$ cat src/rtl/mux_nto1_pipe.sv
// N-channel valid/ready selector with a single registered output stage.
// Optional round-robin arbiter is compiled in when MUX_NTO1_RR_EN is defined.
module mux_nto1_pipe #(
  parameter int WIDTH = 8,
  parameter int CH    = 4,
  parameter int SEL_W = 2
) (
  input  logic                clk,
  input  logic                rst_n,
  input  logic [CH*WIDTH-1:0] in_data,
  input  logic [CH-1:0]       in_valid,
  output logic [CH-1:0]       in_ready,
  input  logic [SEL_W-1:0]    sel,
  input  logic                sel_mode,
  output logic [WIDTH-1:0]    out_data,
  output logic [SEL_W-1:0]    out_ch,
  output logic                out_valid,
  input  logic                out_ready
);

  logic [WIDTH-1:0] out_data_q, out_data_d;
  logic [SEL_W-1:0] out_ch_q, out_ch_d;
  logic             out_valid_q, out_valid_d;

  logic             load;
  logic             ex_any;
  logic             grant_any;
  logic [SEL_W-1:0] grant_idx;
  logic [WIDTH-1:0] grant_data;

  assign load = !out_valid_q || out_ready;

  // Explicit grant: sel must name an existing channel that is valid.
  always_comb begin
    ex_any = 1'b0;
    for (int i = 0; i < CH; i++) begin
      if (sel == SEL_W'(i) && in_valid[i]) ex_any = 1'b1;
    end
  end

`ifdef MUX_NTO1_RR_EN
  logic [SEL_W-1:0] ptr_q, ptr_d;
  logic             rr_any, hi_any, lo_any;
  logic [SEL_W-1:0] rr_idx, hi_idx, lo_idx;

  // Lowest valid index at or above ptr wins; otherwise wrap to lowest valid overall.
  always_comb begin
    hi_any = 1'b0;
    lo_any = 1'b0;
    hi_idx = '0;
    lo_idx = '0;
    for (int i = CH - 1; i >= 0; i--) begin
      if (in_valid[i]) begin
        lo_any = 1'b1;
        lo_idx = SEL_W'(i);
        if (i >= int'(ptr_q)) begin
          hi_any = 1'b1;
          hi_idx = SEL_W'(i);
        end
      end
    end
    rr_any = hi_any || lo_any;
    rr_idx = hi_any ? hi_idx : lo_idx;
  end

  always_comb begin
    if (sel_mode) begin
      grant_any = rr_any;
      grant_idx = rr_idx;
    end else begin
      grant_any = ex_any;
      grant_idx = sel;
    end
  end
`else
  logic unused_sel_mode;
  assign unused_sel_mode = sel_mode;

  always_comb begin
    grant_any = ex_any;
    grant_idx = sel;
  end
`endif

  always_comb begin
    grant_data = '0;
    for (int i = 0; i < CH; i++) begin
      if (grant_idx == SEL_W'(i)) grant_data = in_data[i*WIDTH +: WIDTH];
    end
  end

  genvar gi;
  generate
    for (gi = 0; gi < CH; gi++) begin : g_ready
      assign in_ready[gi] = load && grant_any && (grant_idx == SEL_W'(gi));
    end
  endgenerate

  always_comb begin
    out_valid_d = out_valid_q;
    out_data_d  = out_data_q;
    out_ch_d    = out_ch_q;
`ifdef MUX_NTO1_RR_EN
    ptr_d       = ptr_q;
`endif
    if (load) begin
      out_valid_d = grant_any;
      if (grant_any) begin
        out_data_d = grant_data;
        out_ch_d   = grant_idx;
`ifdef MUX_NTO1_RR_EN
        if (sel_mode) begin
          ptr_d = (grant_idx == SEL_W'(CH - 1)) ? '0 : grant_idx + SEL_W'(1);
        end
`endif
      end
    end
  end

  always_ff @(posedge clk or negedge rst_n) begin
    if (!rst_n) begin
      out_valid_q <= 1'b0;
      out_data_q  <= '0;
      out_ch_q    <= '0;
`ifdef MUX_NTO1_RR_EN
      ptr_q       <= '0;
`endif
    end else begin
      out_valid_q <= out_valid_d;
      out_data_q  <= out_data_d;
      out_ch_q    <= out_ch_d;
`ifdef MUX_NTO1_RR_EN
      ptr_q       <= ptr_d;
`endif
    end
  end

  assign out_data  = out_data_q;
  assign out_ch    = out_ch_q;
  assign out_valid = out_valid_q;

endmodule
$ cat config.mk
export PLATFORM = sky130hd
export DESIGN_NAME = mux_nto1_pipe
export DESIGN_NICKNAME = d
export VERILOG_FILES = /design/src/rtl/mux_nto1_pipe.sv
export SDC_FILE = /design/constraint.sdc
export NUM_CORES = 1
export LEC_CHECK = 0
export CAP_MARGIN = 0
export CORE_UTILIZATION = 34
export CTS_BUF_LIST = sky130_fd_sc_hd__clkbuf_8
export CTS_CLUSTER_DIAMETER = 150
export CTS_CLUSTER_SIZE = 12
export DETAILED_ROUTE_END_ITERATION = 16
export GPL_TIMING_DRIVEN = 0
export PLACE_DENSITY = 0.91
export SLEW_MARGIN = 10
export SYNTH_ARGS = -nofsm -noshare
export SYNTH_HDL_FRONTEND = slang
export SYNTH_SLANG_ARGS = --single-unit
export TNS_END_PERCENT = 30
$ cat constraint.sdc
create_clock -name clk -period 1.7 [get_ports clk]
set_input_delay 0.425 -clock clk [delete_from_list [all_inputs] [get_ports clk]]
set_output_delay 0.425 -clock clk [all_outputs]
set_load 0.02 [all_outputs]
## Yosys cells after proc, flatten, opt, wreduce, memory -nomap -nowiden

Cells that the tools add are included.

- Output and inout bits: 15
- Word-level logic and storage cells: 27
- Flip-flop bits (word level): 11

- Mux-type cells: 8
- Reduce and logical (&&, ||, !) cells: 13
- Eq/ne operators: 3

Operators with widths:

| cell | number |
|---|---|
| $mux W8 | 4 |
| $logic_and A1 B1 Y1 | 9 |
| $eq A2 B2 Y1 const B | 2 |
| $mux W1 | 4 |
| $eq A2 B1 Y1 const B | 1 |
| $logic_not A2 Y1 | 1 |
| $reduce_and A2 Y1 | 1 |
| $logic_not A1 Y1 | 1 |
| $logic_or A1 B1 Y1 | 1 |

## Logic depth before layout (Yosys ltp)

- Word-level depth: 8
- Depth in mapped cells: 6
- Depth with buffers taken out: 4

## Least setup slack after synthesis

Ideal clock, no wire load.

- Kind: in2reg
- From: in sel[0]
- To: reg out_ch_q[0], in the netlist out_ch[0]
- Path slack: 62 ps
- Arrival: 1513 ps
- Library setup time: 125 ps
- Cell stages on the path: 6
- Cells stage by stage: buf_6 > mux2_4 > nand3_2 > nor2b_2 > buf_6 > mux2_4

- Longest elaborated chain between the ends: 7
- Elaborated cells on any way between the ends: 13
- Those cells by class: eq/ne (3); mux (4); reduce/logical (6)

Ends and longest elaborated chain:

| what | line | source |
|---|---|---|
| from (decl) | 13 | `input logic [SEL_W-1:0] sel,` |
| $logic_not A2 Y1 | 37 | `if (sel == SEL_W'(i) && in_valid[i]) ex_any = 1'b1;` |
| $logic_and A1 B1 Y1 | 37 |  |
| $mux W1 (4 in series) | 37 |  |
| $reduce_and A2 Y1 (no source line) | -- |  |
| to (signal assigned) | 131 | `out_ch_q <= out_ch_d;` |
| to (decl) | 22 | `logic [SEL_W-1:0] out_ch_q, out_ch_d;` |

Several ways; a longest one is shown, not always the timed one.
A chain may end at the register's enable or synchronous reset.

## Worst setup path in the final report

- From: reg out_valid_q, in the netlist out_valid
- To: out in_ready[0]

- Longest elaborated chain between the ends: 4

Ends and longest elaborated chain:

| what | line | source |
|---|---|---|
| from (decl) | 23 | `logic out_valid_q, out_valid_d;` |
| from (signal assigned) | 129 | `out_valid_q <= out_valid_d;` |
| $logic_not A1 Y1 | 31 | `assign load = !out_valid_q \|\| out_ready;` |
| $logic_or A1 B1 Y1 | 31 |  |
| $logic_and A1 B1 Y1 (2 in series) | 95 | `assign in_ready[gi] = load && grant_any && (grant_idx == SEL_W'(gi));` |
| to (decl) | 12 | `output logic [CH-1:0] in_ready,` |

No other way between the ends.

==> flow_metrics.env <==
export IMPL_synth_top_area_share_pct=36.24
export IMPL_r2r_cells=6
export IMPL_cts_max_level=1
export IMPL_drcViolationCount=0
export IMPL_cts_num_sinks=11
export IMPL_clock_latency_ps=240
export IMPL_grt_max_degree=12
export IMPL_skew_ps=6.506
export IMPL_fmaxAchievable_ghz=0.5668
export IMPL_clkTransAtPathRegs_ps=50
export IMPL_worstPathArrival_ps=1340
export IMPL_dieHeight_um=49.26
export IMPL_syn_area_per_cell_sq_um=15.50
export IMPL_hold_class="in2async"
export IMPL_fin_ws_ps=-64.15
export IMPL_slew_headroom_pct=68.68
export IMPL_first_pass_iters=3
export IMPL_drive_gt1_share_pct=35.71
export IMPL_violations="negative setup slack"
export IMPL_synth_area_leaders="dfrtp_1, mux2_4, mux4_2"
export IMPL_rsz0062_at_grt="yes"
export IMPL_startpoint="out_valid$_DFFE_PN0P_"
export IMPL_cts_tree="built"
export IMPL_p_leak_uw=0.0006408
export IMPL_ir_worst_vdd_mv=0.4095
export IMPL_overflow=0
export IMPL_area_growth_pct=88.96
export IMPL_nets=155
export IMPL_r2r_slack_ps=30
export IMPL_dr_wl_met3_um=202
export IMPL_wl_met1_um=826
export IMPL_period_needed_ps=1764
export IMPL_ys_ff_latch=11
export IMPL_coreArea_sq_mm=0.002022
export IMPL_end_kind="output pin"
export IMPL_reg2reg_to="out_ch[0]$_DFFE_PN0P_"
export IMPL_grt_pass1_wl_um=3463
export IMPL_synth_top_area_cell="dfrtp_1"
export IMPL_drt_total_wl_um=2147
export IMPL_cp_endpoint="in_ready[0]"
export IMPL_hold_ws_ps=506.9
export IMPL_path_depth=4
export IMPL_tightest_slew_ps=468.4
export IMPL_cts_root_buffer="clkbuf_8"
export IMPL_synthesis_area_sq_um=759.5
export IMPL_grt_pass1_vias=709
export IMPL_p_total_uw=1157
export IMPL_worstReg2RegStart="out_valid$_DFFE_PN0P_"
export IMPL_post_route_util_pct=70.98
export IMPL_synth_seq_area_share_pct=36.24
export IMPL_topRoutingLayerUsed="met4"
export IMPL_critPathMaxFanout=3
export IMPL_synth_cells=49
export IMPL_critPathKind="reg2out"
export IMPL_vias=672
export IMPL_yosysUniqueCellTypes=16
export IMPL_ys_warn_count=0
export IMPL_critPathTopFamily="simple AND/OR/NAND/NOR gates"
export IMPL_gp_congestion=0.6965
export IMPL_p_per_area_mw_per_mm2=806.2
export IMPL_antenna_cells=0
export IMPL_numCtsBuffers=3
export IMPL_slowest_stage="dfrtp_1"
export IMPL_setup_viol=3
export IMPL_worstPathRequired_ps=1270
export IMPL_clockBufferDepth=2
export IMPL_finalHoldViolCount=0
export IMPL_cp_num_buf_inv=1
export IMPL_ant_nets=0
export IMPL_drt_first_iter_violations=4
export IMPL_die_w_um=49.26
export IMPL_cp_cell_sequence="or2b_4 -> nor3b_4 -> and2_1 -> buf_6"
export IMPL_numPortBuffers=54
export IMPL_vias_per_cell=4.835
export IMPL_die_area_sq_mm=0.002427
export IMPL_fin_crit_sh_pct=103.8
export IMPL_io_pins=57
export IMPL_num_rows=16
export IMPL_cp_slowest_stage_delay_ps=380
export IMPL_synth_nets=91
export IMPL_maxCapViolations=0
export IMPL_wl_per_cell_um=15.45
export IMPL_track_usage_pct=19.34
export IMPL_pre_cts_ws_ps=-801.3
export IMPL_start_kind="flip-flop"
export IMPL_status="complete, but fails checks"
export IMPL_cts_hold_buf=0
export IMPL_antenna_found_initial=0
export IMPL_maxSlewViolCount=0
export IMPL_start_util_pct=37.56
export IMPL_routed_wl_met2_um=1103
==> cells by family (layout without fill, tap and decap cells) <==
logic type | count (synthesis) | after routing | share of synthesized area [%]
AND/OR/NAND/NOR | 10 | 10 | 8.897
buffers and inverters | 7 | 70 | 7.742
multiplexers | 19 | 19 | 45.80
flip-flops | 11 | 11 | 36.24
AO/OA/AOI/OAI | 2 | 2 | 1.318
==> metrics by stage <==
stage / cell area (sq um) / TNS (ps) / cells
6_report: 1435 / -139.5 / 139
5_1_grt: 1435 / -323.6 / 139
4_1_cts: 1413 / -150.9 / 137
3_5_place_dp: 1334 / -6383 / 130
3_3_place_gp: 1334 / -5990 / 130
2_1_floorplan: 759.5 / 0 / 49
==> where the power goes <==
part | total [uW] | switching (uW) | internal (uW)
Clock | 252 | 94.3 | 158
Combinational | 540 | 202 | 338
Sequential | 364 | 37.5 | 327
Total | 1160 | 334 | 823
==> worst reg2reg max path, cell delays in order, from the launching register on <==
cell and delay [ps]:
dfrtp_1 350, or2b_4 290, nor3b_4 160, buf_4 150, nor2b_4 120, buf_4 170, mux2_4 310
==> Yosys cell counts (all sizes together) <==
| cell | instances |
|---|---|
| nand3 | 1 |
| mux2i | 1 |
| or2b | 1 |
| and2 | 2 |
| mux4 | 8 |
| o21ai | 2 |
| nor2 | 2 |
| nor2b | 1 |
| buf | 3 |
| inv | 3 |
| mux2 | 10 |
| clkbuf | 1 |
| dfrtp | 11 |
| nor3b | 1 |
| nand2 | 2 |
==> flip-flops by register name (all words and copies together), names as in the netlist <==
register,flops
out_data,8
out_ch,2
out_valid,1
==> metal layers <==
| metal | up-vias | global-route usage, % |
|---|---|---|
| li1 | 309 | - |
| met1 | 322 | 20.20 |
| met2 | 39 | 35.62 |
| met3 | 2 | 5.919 |
| met4 | 0 | 7.353 |
| met5 | - | 0 |
==> worst min-delay path by stage <==
| stage | cells past startpoint | slack [ps] | startpoint | end |
|---|---|---|---|---|
| after floorplan | 0 | 130 | rst_n | out_ch[0]$_DFFE_PN0P_ |
| after global placement | 1 | 490 | out_data[4]$_DFFE_PN0P_ | out_data[4]$_DFFE_PN0P_ |
| after detailed placement | 1 | 490 | out_data[6]$_DFFE_PN0P_ | out_data[6]$_DFFE_PN0P_ |
| after CTS | 1 | 510 | out_data[6]$_DFFE_PN0P_ | out_data[6]$_DFFE_PN0P_ |
| after global routing | 1 | 540 | out_data[4]$_DFFE_PN0P_ | out_data[4]$_DFFE_PN0P_ |
| final | 1 | 510 | rst_n | out_data[4]$_DFFE_PN0P_ |
==> layout make-up <==
type                            count  area (sq um)
Clock inverter                      1         3.754
Sequential cell                    11         275.3
Multi-Input combinational cell     31         455.4
Timing Repair Buffer               59         566.8
Tap cell                           27         33.78
Fill cell                         154         586.8
Clock buffer                        3         41.29
Inverter                            3         11.26
Buffer                              4         47.55
==> cells in the final DEF (no fill, tap or decap), types with 2 or more instances in the layout <==
master	netlist	routed
clkdlybuf4s50_1	0	43
dfrtp_1	11	11
mux2_4	10	10
buf_4	0	8
mux4_2	6	6
buf_6	3	5
dlygate4sd2_1	0	5
inv_1	3	4
clkbuf_8	1	4
nand2_1	2	2
o21ai_0	2	2
mux4_1	2	2
==> repair_timing <==
| item | CTS | global route |
|---|---|---|
| buffers inserted | 3 | 1 |
| gates resized for setup | 35 | 4 |
| endpoints found under the setup margin | 13 | 11 |
| pin swaps | 5 | 2 |
| gates cloned | 0 | 1 |
No activity file was read; power rests on OpenSTA's default activity.
